[config.mk]
export PLATFORM = sky130hd
export DESIGN_NAME = dec_scan_sequencer
export DESIGN_NICKNAME = d
export VERILOG_FILES = /design/src/rtl/dec_scan_pkg.sv /design/src/rtl/dec_scan_next_idx.sv /design/src/rtl/dec_scan_sequencer.sv
export SDC_FILE = /design/constraint.sdc
export NUM_CORES = 1
export LEC_CHECK = 0
export ABC_AREA = 1
export BUFFER_PORTS_ARGS = -buffer_cell sky130_fd_sc_hd__buf_2
export CAP_MARGIN = 10
export CORE_MARGIN = 4
export CORE_UTILIZATION = 50
export DETAILED_ROUTE_END_ITERATION = 6
export PLACE_DENSITY = 0.73
export REMOVE_ABC_BUFFERS = 1
export SLEW_MARGIN = 20
export SYNTH_ARGS = -nofsm -noshare
export SYNTH_HDL_FRONTEND = slang
export SYNTH_SLANG_ARGS = --single-unit
export TNS_END_PERCENT = 30
[constraint.sdc]
create_clock -name clk -period 1.7 [get_ports clk]
set_input_delay 0.425 -clock clk [delete_from_list [all_inputs] [get_ports clk]]
set_output_delay 0.425 -clock clk [all_outputs]
set_load 0.01 [all_outputs]
[src/rtl/dec_scan_pkg.sv]
// Shared types and constants for the 3-to-8 decoder scan sequencer.
// Enable levels are packed as {g1, g2a_n, g2b_n}.
package dec_scan_pkg;
  localparam int NUM_LINES = 8;
  localparam int SEL_W     = 3;

  typedef enum logic [1:0] {
    IDLE  = 2'd0,
    DWELL = 2'd1,
    GAP   = 2'd2
  } state_t;

  localparam logic [2:0] EN_ON  = 3'b100;
  localparam logic [2:0] EN_OFF = 3'b011;
endpackage

[src/rtl/dec_scan_next_idx.sv]
// Next-set-bit finder: lowest mask bit strictly above cur, plus lowest set bit overall.
// Purely combinational, zero latency; no flow control.
import dec_scan_pkg::*;

module dec_scan_next_idx (
  input  logic [NUM_LINES-1:0] mask,
  input  logic [SEL_W-1:0]     cur,
  output logic [SEL_W-1:0]     nxt,
  output logic                 found,
  output logic [SEL_W-1:0]     first
);
  // Descending walk so the lowest qualifying index is the last one written.
  always_comb begin
    nxt   = '0;
    found = 1'b0;
    first = '0;
    for (int i = NUM_LINES - 1; i >= 0; i--) begin
      if (mask[i]) begin
        first = SEL_W'(i);
        if (SEL_W'(i) > cur) begin
          nxt   = SEL_W'(i);
          found = 1'b1;
        end
      end
    end
  end
endmodule

[src/rtl/dec_scan_sequencer.sv]
// Scans masked decoder lines with programmable dwell and a 1-cycle gap; outputs registered, 1-cycle start latency.
// start is ignored while busy, stop aborts any cycle; DEC_SCAN_FEEDBACK_CHECK_EN adds dec_y_n/fb_err checking.
import dec_scan_pkg::*;

module dec_scan_sequencer #(
  parameter int DWELL_W   = 8,
  parameter int NUM_LINES = 8
) (
  input  logic                 clk,
  input  logic                 rst_n,
  input  logic                 start,
  input  logic                 stop,
  input  logic                 continuous,
  input  logic [NUM_LINES-1:0] mask,
  input  logic [DWELL_W-1:0]   dwell,
`ifdef DEC_SCAN_FEEDBACK_CHECK_EN
  input  logic [NUM_LINES-1:0] dec_y_n,
  output logic                 fb_err,
`endif
  output logic [SEL_W-1:0]     sel,
  output logic                 g1,
  output logic                 g2a_n,
  output logic                 g2b_n,
  output logic                 busy,
  output logic                 done
);

  state_t               state_q, state_d;
  logic [SEL_W-1:0]     sel_q, sel_d;
  logic [DWELL_W-1:0]   cnt_q, cnt_d;
  logic [NUM_LINES-1:0] lmask_q, lmask_d;
  logic [DWELL_W-1:0]   ldwell_q, ldwell_d;
  logic                 lcont_q, lcont_d;
  logic [2:0]           en_q, en_d;
  logic                 busy_q, busy_d;
  logic                 done_q, done_d;

  logic [NUM_LINES-1:0] lk_mask;
  logic [SEL_W-1:0]     lk_nxt, lk_first;
  logic                 lk_found;

  // In IDLE the lookup sees the live mask so the first line is known at start.
  assign lk_mask = (state_q == IDLE) ? mask : lmask_q;

  dec_scan_next_idx u_next_idx (
    .mask  (lk_mask),
    .cur   (sel_q),
    .nxt   (lk_nxt),
    .found (lk_found),
    .first (lk_first)
  );

  always_ff @(posedge clk or negedge rst_n) begin
    if (!rst_n) begin
      state_q  <= IDLE;
      sel_q    <= '0;
      cnt_q    <= '0;
      lmask_q  <= '0;
      ldwell_q <= '0;
      lcont_q  <= 1'b0;
      en_q     <= EN_OFF;
      busy_q   <= 1'b0;
      done_q   <= 1'b0;
    end else begin
      state_q  <= state_d;
      sel_q    <= sel_d;
      cnt_q    <= cnt_d;
      lmask_q  <= lmask_d;
      ldwell_q <= ldwell_d;
      lcont_q  <= lcont_d;
      en_q     <= en_d;
      busy_q   <= busy_d;
      done_q   <= done_d;
    end
  end

  always_comb begin
    state_d  = state_q;
    sel_d    = sel_q;
    cnt_d    = cnt_q;
    lmask_d  = lmask_q;
    ldwell_d = ldwell_q;
    lcont_d  = lcont_q;
    done_d   = 1'b0;
    unique case (state_q)
      IDLE: begin
        if (start && !stop && (mask != '0)) begin
          lmask_d  = mask;
          ldwell_d = dwell;
          lcont_d  = continuous;
          sel_d    = lk_first;
          cnt_d    = dwell;
          state_d  = DWELL;
        end
      end
      DWELL: begin
        if (stop)                state_d = IDLE;
        else if (cnt_q == '0)    state_d = GAP;
        else                     cnt_d   = cnt_q - DWELL_W'(1);
      end
      GAP: begin
        if (stop) begin
          state_d = IDLE;
        end else if (lk_found) begin
          sel_d   = lk_nxt;
          cnt_d   = ldwell_q;
          state_d = DWELL;
        end else if (lcont_q) begin
          sel_d   = lk_first;
          cnt_d   = ldwell_q;
          state_d = DWELL;
        end else begin
          state_d = IDLE;
          done_d  = 1'b1;
        end
      end
      default: state_d = IDLE;
    endcase
    en_d   = (state_d == DWELL) ? EN_ON : EN_OFF;
    busy_d = (state_d != IDLE);
  end

  assign sel               = sel_q;
  assign {g1, g2a_n, g2b_n} = en_q;
  assign busy              = busy_q;
  assign done              = done_q;

`ifdef DEC_SCAN_FEEDBACK_CHECK_EN
  logic [NUM_LINES-1:0] exp_y_n;
  logic                 fb_err_q;

  always_comb begin
    exp_y_n = '1;
    if (state_q == DWELL) exp_y_n = ~(NUM_LINES'(1) << sel_q);
  end

  // Sticky until the next accepted start clears it.
  always_ff @(posedge clk or negedge rst_n) begin
    if (!rst_n)                                       fb_err_q <= 1'b0;
    else if (state_q == IDLE && state_d == DWELL)     fb_err_q <= 1'b0;
    else if (state_q != IDLE && dec_y_n != exp_y_n)   fb_err_q <= 1'b1;
  end

  assign fb_err = fb_err_q;
`endif
endmodule

Word-level counts from Yosys, hierarchy flattened
Cells that the tools add are included.

Word-level logic and storage cells: 103. Register bits after elaboration: 35. Input bits: 21. Output and inout bits: 8.

Equal/unequal tests: 8. Reductions and logical operators: 12. Add/sub/neg operators: 1. Order comparisons: 8. Muxes and demuxes: 65.

Operators by type and width (count): two-way mux 3 bit (29); two-way mux 8 bit (7); one-hot mux 8 bit (3 select lines) (1); two-way mux 1 bit (23); > comparator 3 bit (first input constant) (4); logical NOT 8 bit (1); nonzero test 8 bit (1); subtractor 8 x 1 -> 8 bit (second input constant) (1); > comparator 1 x 3 -> 1 bit (first input constant) (2); > comparator 2 x 3 -> 1 bit (first input constant) (2); two-way mux 2 bit (3); != test 2 bit (second input constant) (3); one-hot mux 2 bit (3 select lines) (1); one-hot mux 3 bit (2 select lines) (1); AND reduction 6 bit (1); equality test 2 x 1 -> 1 bit (second input constant) (2); AND reduction 4 bit (1); nonzero test 2 bit (2); != test 3 bit (second input constant) (1); nonzero test 3 bit (1); equality test 2 bit (second input constant) (1); logical AND 1 bit (2); logical NOT 2 bit (1); != test 2 x 1 -> 1 bit (second input constant) (1); other kinds (2) (2).

Longest topological paths before layout
Gate-level depths: netlist (run 1).

Depth in word-level cells: 22. Depth in mapped cells: 15.

Modules after synthesis
From an unflattened synthesis (run 1), not the netlist that was laid out.

Cell total of the unflattened synthesis: 305. Area, all modules: 2222.1 sq um.

Modules (own cells, without submodules): dec_scan_sequencer (area an instance 1999.4 sq um, seq. area each 852.1 sq um, cells each 258, times used 1); dec_scan_next_idx (area an instance 222.7 sq um, seq. area each 0.0 sq um, cells each 47, times used 1).

Worst setup path before layout (run 1)
Ideal clock, no wire load.

Path type: reg-to-reg. From: register state_q[0]. To: register cnt_q[5]. Arrival: 1.749 ns. Data required time: 1.577 ns. Clock period less this slack: 1.872 ns. Path buffers: 2. Cell stages (with the launch flop): 16. Path slack: -0.172 ns. Cells stage by stage: dfrtp_1 inv_1 ha_1 buf_6 nand2_2 nand2_2 nand2_2 nand2_2 nor2_4 nand3_2 nand2_2 nand2_4 nand2_8 buf_12 nand2_2 o21ai_2.

Cells in the longest elaborated chain, start to end: 20. Elaborated cells between the ends (all ways): 29. Classes of those cells: eq/ne: 7; mux: 19; reduce/logical: 3.

Ends and longest elaborated chain: from (decl) (RTL line dec_scan_sequencer.sv:28) `state_t state_q, state_d;`; from (signal assigned) (RTL line dec_scan_sequencer.sv:65) `state_q <= state_d;`; logical NOT 2 bit (RTL line dec_scan_sequencer.sv:43, dec_scan_sequencer.sv:85); two-way mux 8 bit (RTL line dec_scan_sequencer.sv:43) `assign lk_mask = (state_q == IDLE) ? mask : lmask_q;`; two-way mux 1 bit (RTL line dec_scan_next_idx.sv:18) `if (mask[i]) begin`; two-way mux 1 bit (RTL line dec_scan_next_idx.sv:20) `if (SEL_W'(i) > cur) begin`; two-way mux 1 bit (RTL line dec_scan_next_idx.sv:18); two-way mux 1 bit (RTL line dec_scan_next_idx.sv:20); two-way mux 1 bit (RTL line dec_scan_next_idx.sv:18); two-way mux 1 bit (RTL line dec_scan_next_idx.sv:20); (+4 left out); two-way mux 1 bit (RTL line dec_scan_next_idx.sv:18); two-way mux 1 bit (RTL line dec_scan_next_idx.sv:20); two-way mux 1 bit (RTL line dec_scan_next_idx.sv:18); two-way mux 1 bit (RTL line dec_scan_next_idx.sv:20); two-way mux 1 bit (RTL line dec_scan_next_idx.sv:18); two-way mux 8 bit (RTL line dec_scan_sequencer.sv:104) `end else if (lk_found) begin`; two-way mux 8 bit (RTL line dec_scan_sequencer.sv:102) `if (stop) begin`; one-hot mux 8 bit (3 select lines) (RTL line dec_scan_sequencer.sv:85) `unique case (state_q)`; to (signal assigned) (RTL line dec_scan_sequencer.sv:67) `cnt_q <= cnt_d;`; to (decl) (RTL line dec_scan_sequencer.sv:30) `logic [DWELL_W-1:0] cnt_q, cnt_d;`.

Several ways; a longest one is shown, not always the timed one. The select of a mux whose other input is x is not followed. A chain may end at the register's enable or synchronous reset.

Final worst setup path (run 1)
From: register state_q[0]. To: register cnt_q[4].

The elaborated chain is that of the path after synthesis.

==> results of run 1 <==
how the worst max path moves through the flow:
stage / from / endpoint / slack, ns / depth (start not counted)
2_1_floorplan: state_q[0] / sel[0] / -0.76 / 10
3_3_place_gp: state_q[1] / sel[2] / -0.18 / 13
3_5_place_dp: state_q[1] / cnt_q[7] / -0.27 / 14
4_1_cts: state_q[1] / cnt_q[4] / -0.1 / 14
5_1_grt: state_q[0] / cnt_q[6] / -0.23 / 14
6_report: state_q[0] / cnt_q[4] / -0.12 / 14
cell type report:
class                           instances  area (µm²)  share of cell area (%)
Multi-Input combinational cell        224        1250                    44.2
Sequential cell                        34         852                    30.2
Timing Repair Buffer                   58         395                    14.0
Inverter                               42         158                    5.59
Clock buffer                            7        76.3                    2.71
Tap cell                               50        62.6                    2.22
Clock inverter                          1        30.0                    1.06
critical path, stage by stage, from the launching register on:
cell,delay [ns]
dfrtp_1,0.39
inv_2,0.09
ha_4,0.20
buf_12,0.13
nand2_2,0.06
o21ai_4,0.07
nand2_2,0.08
nand2_2,0.10
nor2_4,0.05
nand3_2,0.08
nand2_2,0.06
nand2_4,0.14
nand2_8,0.10
nand2_1,0.08
o21ai_2,0.05
kinds of logic after synthesis:
group	share of synthesized area, %
buffers and inverters	9.99
XOR/XNOR	0.398
AO/OA/AOI/OAI	15.8
adder cells (fa/ha/maj)	2.84
flip-flops	38.7
AND/OR/NAND/NOR	32.3
per-stage QoR:
stage	hold slack [ns]	cells	util (%)	setup slack [ns]
CTS	0.175	413	65.8	-0.0987
finish	0.163	416	68.1	-0.124
floorplan	0.129	299	-	-0.758
detailed placement	0.458	403	61.6	-0.268
global placement	0.454	403	61.6	-0.176
global route	0.195	416	68.1	-0.231
cell usage in the layout, fill, tap and decap left out, drive strengths merged:
cell type and n:
nand2 120, buf 57, o21ai 43, inv 42, dfrtp 33, nor2 17, nand3 15, a21oi 13
clkbuf 8, ha 5, nor3 3, o211ai 2, a31oi 1, xnor2 1, nand3b 1, and3 1
a31o 1, nand4 1, bufinv 1, dfstp 1
flip-flops by register name (all words and copies together), names as in the netlist:
signal,cells
sel,3
en_q,2
state_q,2
done,1
ldwell_q,8
cnt_q,8
lmask_q,8
lcont_q,1
busy,1
metal layers:
layer	up-vias	global-route usage, %	share of wire, %
met2	44	36.1	51
met5	-	0	0
met4	0	8.30	2.2
met3	12	4.19	4.3
met1	990	25.5	43
li1	1082	-	-
power groups by stage:
stage / clock network [mW] / registers, mW / logic (mW)
floorplan: 0 / 1.44 / 1.76
global placement: 0 / 1.43 / 2.59
detailed placement: 0 / 1.44 / 2.66
CTS: 0.751 / 1.43 / 2.82
global route: 0.793 / 1.50 / 3.38
finish: 0.737 / 1.45 / 3.01
what timing repair did:
item                                    in CTS  in global routing
endpoints found under the setup margin      32                 29
hold endpoints to repair                     0                  0
setup buffers                                1                  2
cloned                                       1                  1
pin swaps                                    2                  8
gates resized for setup                     13                 14
==> results.json, run 1 <==
{
  "status": "finished, violations left",
  "hold_viol_final": 0,
  "cp-end-kind": "flip-flop",
  "synth_area_leaders": "dfrtp_1 37%, nand2_1 18%, o21ai_0 7.3%",
  "antenna_found_initial": 0,
  "ios": 29,
  "final_antenna_net_count": 0,
  "critical_path.max_fanout": 8,
  "h-tree-depth": 2,
  "fp.coreArea_um2": 4140,
  "drv_slew": 0,
  "synth.most_common_cell": "nand2_1",
  "fin_nets": 391,
  "wl_per_cell_um": 12.7,
  "placementRows": 23,
  "synth-edff-count": 0,
  "p_total_mw": 5.19,
  "cts.path.max_buffers": 2,
  "period_minus_slack_ns": 1.82,
  "rr_endpoint": "cnt_q[4]",
  "dp_hpwl_um": 3800,
  "root_buffer": "clkbuf_8",
  "syn_avg_cell_area_um2": 7.15,
  "async_reset_ff_share_pct": 100,
  "fmax_mhz": 548,
  "p_switching_mw": 2.27,
  "placed_area_um2": 2550,
  "synth_seq_area_share_pct": 38.7,
  "hp-class": "input port to async pin",
  "drc": 0,
  "worstPathArrival_ns": 2.00,
  "vdd.ir_drop.worst_v": 0.000913,
  "via_count": 2128,
  "layout-drive-gt1-share_pct": 32.0,
  "die_h_um": 74.4,
  "cts_inserted_buffers": 5,
  "power_frac_comb_pct": 58.0,
  "grt_start_max_net_pins": 35,
  "fillers": 353,
  "drtPass1Iterations": 4,
  "grt_pass1_wl_um": 8840,
  "setup_ws_ns": -0.124,
  "drv_cap": 0,
  "yosysWarnings": 0,
  "insertion_delay_ns": 0.29,
  "reg2reg_from": "state_q[0]",
  "stdcell_area_um2": 2820,
  "yosys.area.top_type": "dfrtp_1",
  "floorplan.initialDensity_pct": 53.2,
  "area_growth_pct": 28.0,
  "drtIter0Drc": 104,
  "ctsHoldBuffers": 0,
  "seqPwrFrac_pct": 27.8,
  "ys_ff_latch": 34,
  "place.gp.congestion": 0.870,
  "fin_skew_ns": 0.00467,
  "synthTopCellsByCount": "103 x nand2_1, 40 x inv_1, 33 x dfrtp_1",
  "leakagePower_nw": 1.47,
  "ys_types": 32,
  "crit_type": "flip-flop to flip-flop",
  "p_per_area_nw_per_um2": 1840,
  "cell_internal_pwr_mw": 2.92,
  "cts_tree": "built",
  "worstMarginPinSlew_ns": 0.475,
  "rr_worst_depth": 14,
  "grt_pass1_vias": 2025,
  "grt.total_usage_pct": 20.9,
  "port_buffers": 28,
  "r2r_slack_ns": -0.12,
  "post_drt_via_cell_ratio": 5.12,
  "swShare_pct": 43.7,
  "worstPathRequired_ns": 1.87,
  "violations": "negative setup slack",
  "ys.flop_type": "dfrtp_1",
  "tns_ns": -1.19,
  "syn_area_um2": 2200,
  "antennaDiodeCount": 0,
  "cts_sinks": 34,
  "rsz0062_at_grt": "true",
  "drt-total-wl_um": 5290,
  "start_kind": "flip-flop",
  "die-area_um2": 5530,
  "die_w_um": 74.4,
  "synth_top_area_share_pct": 37.5,
  "cts.clk_slew.worst_paths_ns": 0.07,
  "relSlewSlack_pct": 68.0,
  "finalCritPeriodShare_pct": 107,
  "netlist_instances": 308,
  "setup_viol": 14,
  "clockPowerShare_pct": 14.2,
  "grt_remaining_overflow": 0
}
No activity file was read; power rests on OpenSTA's default activity.
==> inputs of run 2 (changes only) <==
--- a/config.mk
+++ b/config.mk
@@ -5,14 +5,14 @@
 export SDC_FILE = /design/constraint.sdc
 export NUM_CORES = 1
 export LEC_CHECK = 0
-export ABC_AREA = 1
 export BUFFER_PORTS_ARGS = -buffer_cell sky130_fd_sc_hd__buf_2
 export CAP_MARGIN = 10
 export CORE_MARGIN = 4
-export CORE_UTILIZATION = 50
+export CORE_UTILIZATION = 52
 export DETAILED_ROUTE_END_ITERATION = 6
-export PLACE_DENSITY = 0.73
+export PLACE_DENSITY = 0.76
 export REMOVE_ABC_BUFFERS = 1
+export SETUP_SLACK_MARGIN = 0.5
 export SLEW_MARGIN = 20
 export SYNTH_ARGS = -nofsm -noshare
 export SYNTH_HDL_FRONTEND = slang
==> results.json, run 2 <==
{
  "area_growth_pct": 52.1,
  "synth.most_common_cell": "dfrtp_1",
  "final_cell_mix": "57 x buf_4, 33 x dfrtp_1, 23 x mux2_4",
  "synth_seq_area_share_pct": 39.1,
  "grt_start_max_net_pins": 19,
  "port_buffers": 28,
  "root_buffer": "clkbuf_8",
  "synth-edff-count": 0,
  "hp-class": "input port to async pin",
  "p_per_area_nw_per_um2": 1880,
  "cts_sinks": 34,
  "status": "finished, violations left",
  "placed_area_um2": 2800,
  "layout-drive-gt1-share_pct": 52.5,
  "clockPowerShare_pct": 10.0,
  "preCtsSetupSlack_ns": -0.820,
  "syn_area_um2": 2180,
  "r2r_slack_ns": -0.69,
  "leakagePower_nw": 1.59,
  "reg.largest.list": "cnt_q (8), ldwell_q (8), lmask_q (8)",
  "h-tree-depth": 2,
  "dp_hpwl_um": 4020,
  "relSlewSlack_pct": 70.0,
  "period_minus_slack_ns": 2.39,
  "multiInputGateArea_um2": 1420,
  "cts_tree": "built",
  "stdcell_area_um2": 3310,
  "die_h_um": 72.7,
  "seqPwrFrac_pct": 25.1,
  "floorplan.initialDensity_pct": 54.1,
  "ys.flop_type": "dfrtp_1",
  "ctsHoldBuffers": 0,
  "worstMarginPinSlew_ns": 0.450,
  "finalCritPeriodShare_pct": 141,
  "p_switching_mw": 2.37,
  "ios": 29,
  "placementRows": 23,
  "cts.clk_slew.worst_paths_ns": 0.07,
  "fin_nets": 343,
  "fp.coreArea_um2": 4030,
  "gr-usage-met3_pct": 4.41,
  "crit_type": "flip-flop to flip-flop",
  "final_cells": 368,
  "antenna_found_initial": 0,
  "hold_viol_final": 0,
  "die_w_um": 72.7,
  "worstPathRequired_ns": 1.88,
  "drtPass1Iterations": 4,
  "drv_cap": 0,
  "rsz0062_at_grt": "true",
  "start_kind": "flip-flop",
  "fmax_mhz": 418,
  "final_util_pct": 82.3,
  "ys_ff_latch": 34,
  "antennaDiodeCount": 0,
  "layout_commonest_cell": "buf_4",
  "use_met1_pct": 30.1,
  "violations": "negative setup slack",
  "grt_busiest_layer": "met2",
  "grt_remaining_overflow": 0,
  "insertion_delay_ns": 0.29,
  "synthTopCellsByCount": "33 x dfrtp_1, 21 x nor2_1, 20 x mux2_2",
  "syn_avg_cell_area_um2": 9.91,
  "ys_types": 44,
  "post_drt_via_cell_ratio": 5.71,
  "grt_pass1_wl_um": 10700,
  "critical_path.max_fanout": 6,
  "yosysWarnings": 0,
  "via_count": 2101,
  "drc": 0,
  "async_reset_ff_share_pct": 100,
  "cts.path.max_buffers": 2,
  "setup_ws_ns": -0.690,
  "synth_area_leaders": "dfrtp_1 38%, mux2_2 10%, mux2_4 5.5%",
  "seq_area_um2": 852,
  "place.gp.congestion": 0.869,
  "cts_inserted_buffers": 5,
  "grt_util_met2_pct": 48.2,
  "wl_per_cell_um": 18.6,
  "cell_internal_pwr_mw": 3.87,
  "fillers": 229,
  "worstPathArrival_ns": 2.57,
  "final_antenna_net_count": 0,
  "vdd.ir_drop.worst_v": 0.00108,
  "swShare_pct": 38.0,
  "power_frac_comb_pct": 64.9,
  "grt_pass1_vias": 2215,
  "cp-end-kind": "flip-flop",
  "fin_skew_ns": 0.00592,
  "drtIter0Drc": 129,
  "grt.total_usage_pct": 26.2,
  "yosys.area.top_type": "dfrtp_1",
  "setup_viol": 33,
  "drt-total-wl_um": 6860,
  "netlist_instances": 220,
  "die-area_um2": 5290,
  "synth_top_area_share_pct": 37.9,
  "place_inst": 347,
  "drv_slew": 0
}
[run 2: cell types whose count changed in the layout (fill, tap and decap cells not counted), moves of 7 or more]
cell / delta
a22oi_1: +7
buf_2: -8
buf_4: +29
buf_6: +18
inv_1: -31
mux2_4: +23
nand2_1: -83
nand2_2: -17
nand3_1: -11
nor2_1: +8
o21ai_0: -19
[run 2: worst paths after layout]
path	depth (start not counted)	endpoint	start
worst max-delay path	9	sel[2]	state_q[1]
worst min-delay path	1	lmask_q[2]	rst_n
worst max register to register	9	sel[2]	state_q[1]
worst min register to register	1	ldwell_q[5]	ldwell_q[5]
max in group asynchronous	2	en_q[1]	rst_n
min in group clk	2	lcont_q	continuous
[run 2: kinds of logic after synthesis]
kind of cell             after synthesis  share of synthesized area, %
AO/OA/AOI/OAI                         58                          17.5
buffers and inverters                 21                          4.94
adder cells (fa/ha/maj)                5                          2.87
flip-flops                            34                          39.1
AND/OR/NAND/NOR                       58                          12.2
multiplexers                          38                          21.0
XOR/XNOR                               6                          2.41
[run 2: through the flow]
stage	hold WS (ns)	power, mW	setup TNS [ns]
floorplan	0.129	3.23	-23.99
global placement	0.382	4.36	-14.20
detailed placement	0.384	4.47	-16.51
CTS	0.0723	5.84	-8.89
global route	0.0983	6.60	-12.40
finish	0.0716	6.24	-10.73
[run 2: per-layer routing]
metal | vias to the layer above | part of all wire (%) | routed length [µm]
li1 | 981 | - | -
met1 | 1042 | 40 | 2780
met4 | 0 | 2.1 | 146
met2 | 64 | 53 | 3660
met3 | 14 | 4.1 | 279
met5 | - | 0 | 0
[run 2: worst max-delay path: stages, from the launching register on]
cell	delay, ns
dfrtp_1	0.40
inv_2	0.09
ha_4	0.16
buf_12	0.14
mux2_4	0.31
a2bb2o_4	0.23
a211oi_4	0.25
nand3_2	0.11
o211ai_1	0.21
mux2_2	0.40
[run 2: layout make-up]
class / count / share of cell area [%]
clock buffers: 7 / 2.60
clock inverters: 1 / 0.151
inverters: 10 / 1.13
multi-input cells: 165 / 42.9
flip-flops and latches: 34 / 25.7
well taps: 50 / 1.89
repair buffers: 101 / 25.6
[run 2: timing repair]
item                       4_1_cts  5_1_grt
pin swaps                       12        2
cloned                           1        0
setup buffers                    8        4
setup endpoints to repair       42       42
gates resized for setup         58       15
[run 2: power by group through the flow]
stage	Clock [mW]	Combinational (mW)	Sequential (mW)
global route	0.668	4.32	1.61
global placement	0	2.92	1.45
detailed placement	0	3.00	1.47
finish	0.624	4.05	1.57
floorplan	0	1.70	1.53
CTS	0.625	3.70	1.52
==> inputs of run 3 (changes only) <==
--- a/config.mk
+++ b/config.mk
@@ -7,10 +7,12 @@
 export LEC_CHECK = 0
 export BUFFER_PORTS_ARGS = -buffer_cell sky130_fd_sc_hd__buf_2
 export CAP_MARGIN = 10
+export CELL_PAD_IN_SITES_DETAIL_PLACEMENT = 1
+export CELL_PAD_IN_SITES_GLOBAL_PLACEMENT = 1
 export CORE_MARGIN = 4
-export CORE_UTILIZATION = 52
+export CORE_UTILIZATION = 40
 export DETAILED_ROUTE_END_ITERATION = 6
-export PLACE_DENSITY = 0.76
+export PLACE_DENSITY_LB_ADDON = 0.1
 export REMOVE_ABC_BUFFERS = 1
 export SETUP_SLACK_MARGIN = 0.5
 export SLEW_MARGIN = 20
==> results.json, run 3 (synthesis results as in run 2) <==
{
  "status": "finished, violations left",
  "violations": "negative setup slack",
  "critical_path.max_fanout": 5,
  "dp_hpwl_um": 4770,
  "grt_util_met2_pct": 44.8,
  "placementRows": 26,
  "hold_viol_final": 0,
  "cpMaxStageDelayCell": "dfrtp_1",
  "worst_path_largest_cell_delay_ns": 0.41,
  "critPathLaunch": "state_q[1]",
  "place_inst": 370,
  "drc": 0,
  "final_antenna_net_count": 0,
  "fp.coreArea_um2": 5200,
  "floorplan.initialDensity_pct": 41.9,
  "grt_pass1_vias": 2400,
  "grt_pass1_wl_um": 11500,
  "cts.path.max_buffers": 2,
  "crit_top_cell": "o21ai_0",
  "gr-usage-met3_pct": 2.74,
  "area_growth_pct": 51.6,
  "rr_worst_depth": 10,
  "setup_ws_ns": -0.761,
  "cts_tree": "built",
  "fmax_mhz": 406,
  "drv_slew": 0,
  "worstPathArrival_ns": 2.64,
  "reg2reg_from": "state_q[1]",
  "relSlewSlack_pct": 68.2,
  "grt_remaining_overflow": 0,
  "cp-end-kind": "flip-flop",
  "final_cells": 391,
  "leakagePower_nw": 1.60,
  "reg.largest.list": "cnt_q (8), ldwell_q (8), lmask_q (8)",
  "cts.clk_slew.worst_paths_ns": 0.07,
  "worstPathRequired_ns": 1.87,
  "hp-class": "input port to async pin",
  "p_per_area_nw_per_um2": 1870,
  "setup_viol": 33,
  "cts_inserted_buffers": 5,
  "root_buffer": "clkbuf_8",
  "p_switching_mw": 2.39,
  "h-tree-depth": 2,
  "wl_per_cell_um": 19.3,
  "critPathCapture": "sel[1]",
  "p_total_mw": 6.18,
  "start_kind": "flip-flop",
  "r2r_slack_ns": -0.76,
  "rr_endpoint": "sel[1]",
  "drtIter0Drc": 83,
  "grt.total_usage_pct": 22.7,
  "port_buffers": 28,
  "die_h_um": 81.8,
  "clockPowerShare_pct": 10.3,
  "seqPwrFrac_pct": 24.6,
  "grt_busiest_layer": "met2",
  "post_drt_via_cell_ratio": 5.45,
  "rsz0062_at_grt": "true",
  "die_w_um": 81.8,
  "drt-total-wl_um": 7550,
  "layout-drive-gt1-share_pct": 51.4,
  "crit_type": "flip-flop to flip-flop",
  "ios": 29,
  "final_cell_mix": "64 x buf_4, 33 x dfrtp_1, 24 x mux2_4",
  "power_frac_comb_pct": 65.1,
  "cell_internal_pwr_mw": 3.79,
  "grt_start_max_net_pins": 21,
  "cp_cell_sequence": "inv_2 > ha_4 > buf_12 > mux2i_2 > buf_4 > a21oi_1 > o21ai_0 > o21ai_0 > mux2_1 > mux2_2",
  "stdcell_area_um2": 3300,
  "via_count": 2129,
  "swShare_pct": 38.7,
  "layout_commonest_cell": "buf_4",
  "drtPass1Iterations": 4,
  "vdd.ir_drop.worst_v": 0.000892,
  "use_met1_pct": 24.5,
  "die-area_um2": 6690,
  "finalCritPeriodShare_pct": 145,
  "fillers": 605,
  "timing.hold.ws_ns": 0.0849,
  "cts_sinks": 34,
  "fin_skew_ns": 0.00474,
  "place.gp.congestion": 0.780,
  "cpLargestDelayFamily": "multiplexers",
  "drv_cap": 0,
  "antenna_found_initial": 0,
  "worstMarginPinSlew_ns": 0.475,
  "insertion_delay_ns": 0.29,
  "antennaDiodeCount": 0,
  "period_minus_slack_ns": 2.46,
  "cp_num_cells": 10,
  "worst-path-buf-inv": 3,
  "fin_nets": 346,
  "placed_area_um2": 2840
}
==> run 3: cell types whose count changed in the layout (fill, tap and decap cells not counted), moves of 2 or more <==
cell	change
nor2_4	+2
nor2_2	-2
buf_4	+7
buf_2	+3
buf_6	-6
==> run 3: stage by stage <==
stage	setup slack [ns]	util (%)	setup TNS [ns]
CTS	-0.660	60.0	-12.12
global placement	-0.757	54.5	-13.16
finish	-0.761	63.5	-12.60
floorplan	-1.13	-	-23.99
detailed placement	-0.859	54.5	-14.57
global route	-0.840	63.5	-14.45
==> run 3: metal layers <==
metal  vias up  wire (µm)
met4         0        114
li1        983          -
met5         -          0
met1      1096       2970
met3        12        163
met2        38       4290
==> run 3: power by group through the flow <==
stage | Clock, mW | Combinational, mW | Sequential, mW
finish | 0.634 | 4.02 | 1.52
global route | 0.685 | 4.31 | 1.56
CTS | 0.655 | 3.55 | 1.48
detailed placement | 0 | 3.11 | 1.47
global placement | 0 | 3.01 | 1.45
floorplan | 0 | 1.70 | 1.53
==> run 3: cell type report <==
class / instances / area, µm² / area share, %
inverter: 10 / 37.5 / 1.14
clock inverter: 1 / 5.00 / 0.152
tap: 70 / 87.6 / 2.65
clock buffer: 7 / 86.3 / 2.61
multi-input combinational: 165 / 1400 / 42.4
timing repair buffer: 104 / 833 / 25.2
sequential: 34 / 852 / 25.8
==> run 3: how the worst min path moves through the flow <==
stage	from	end	slack, ns	cells past startpoint
after floorplan	rst_n	busy	0.13	0
after CTS	rst_n	ldwell_q[2]	0.09	1
after global routing	rst_n	ldwell_q[0]	0.10	1
final	rst_n	ldwell_q[0]	0.08	1
after detailed placement	rst_n	ldwell_q[0]	0.41	1
after global placement	rst_n	ldwell_q[0]	0.40	1
==> run 3: repair_timing <==
action	4_1_cts	5_1_grt
setup endpoints to repair	42	42
setup buffers	9	3
gates resized for setup	24	37
pin swaps	7	8
hold buffers	0	0
cloned	1	0
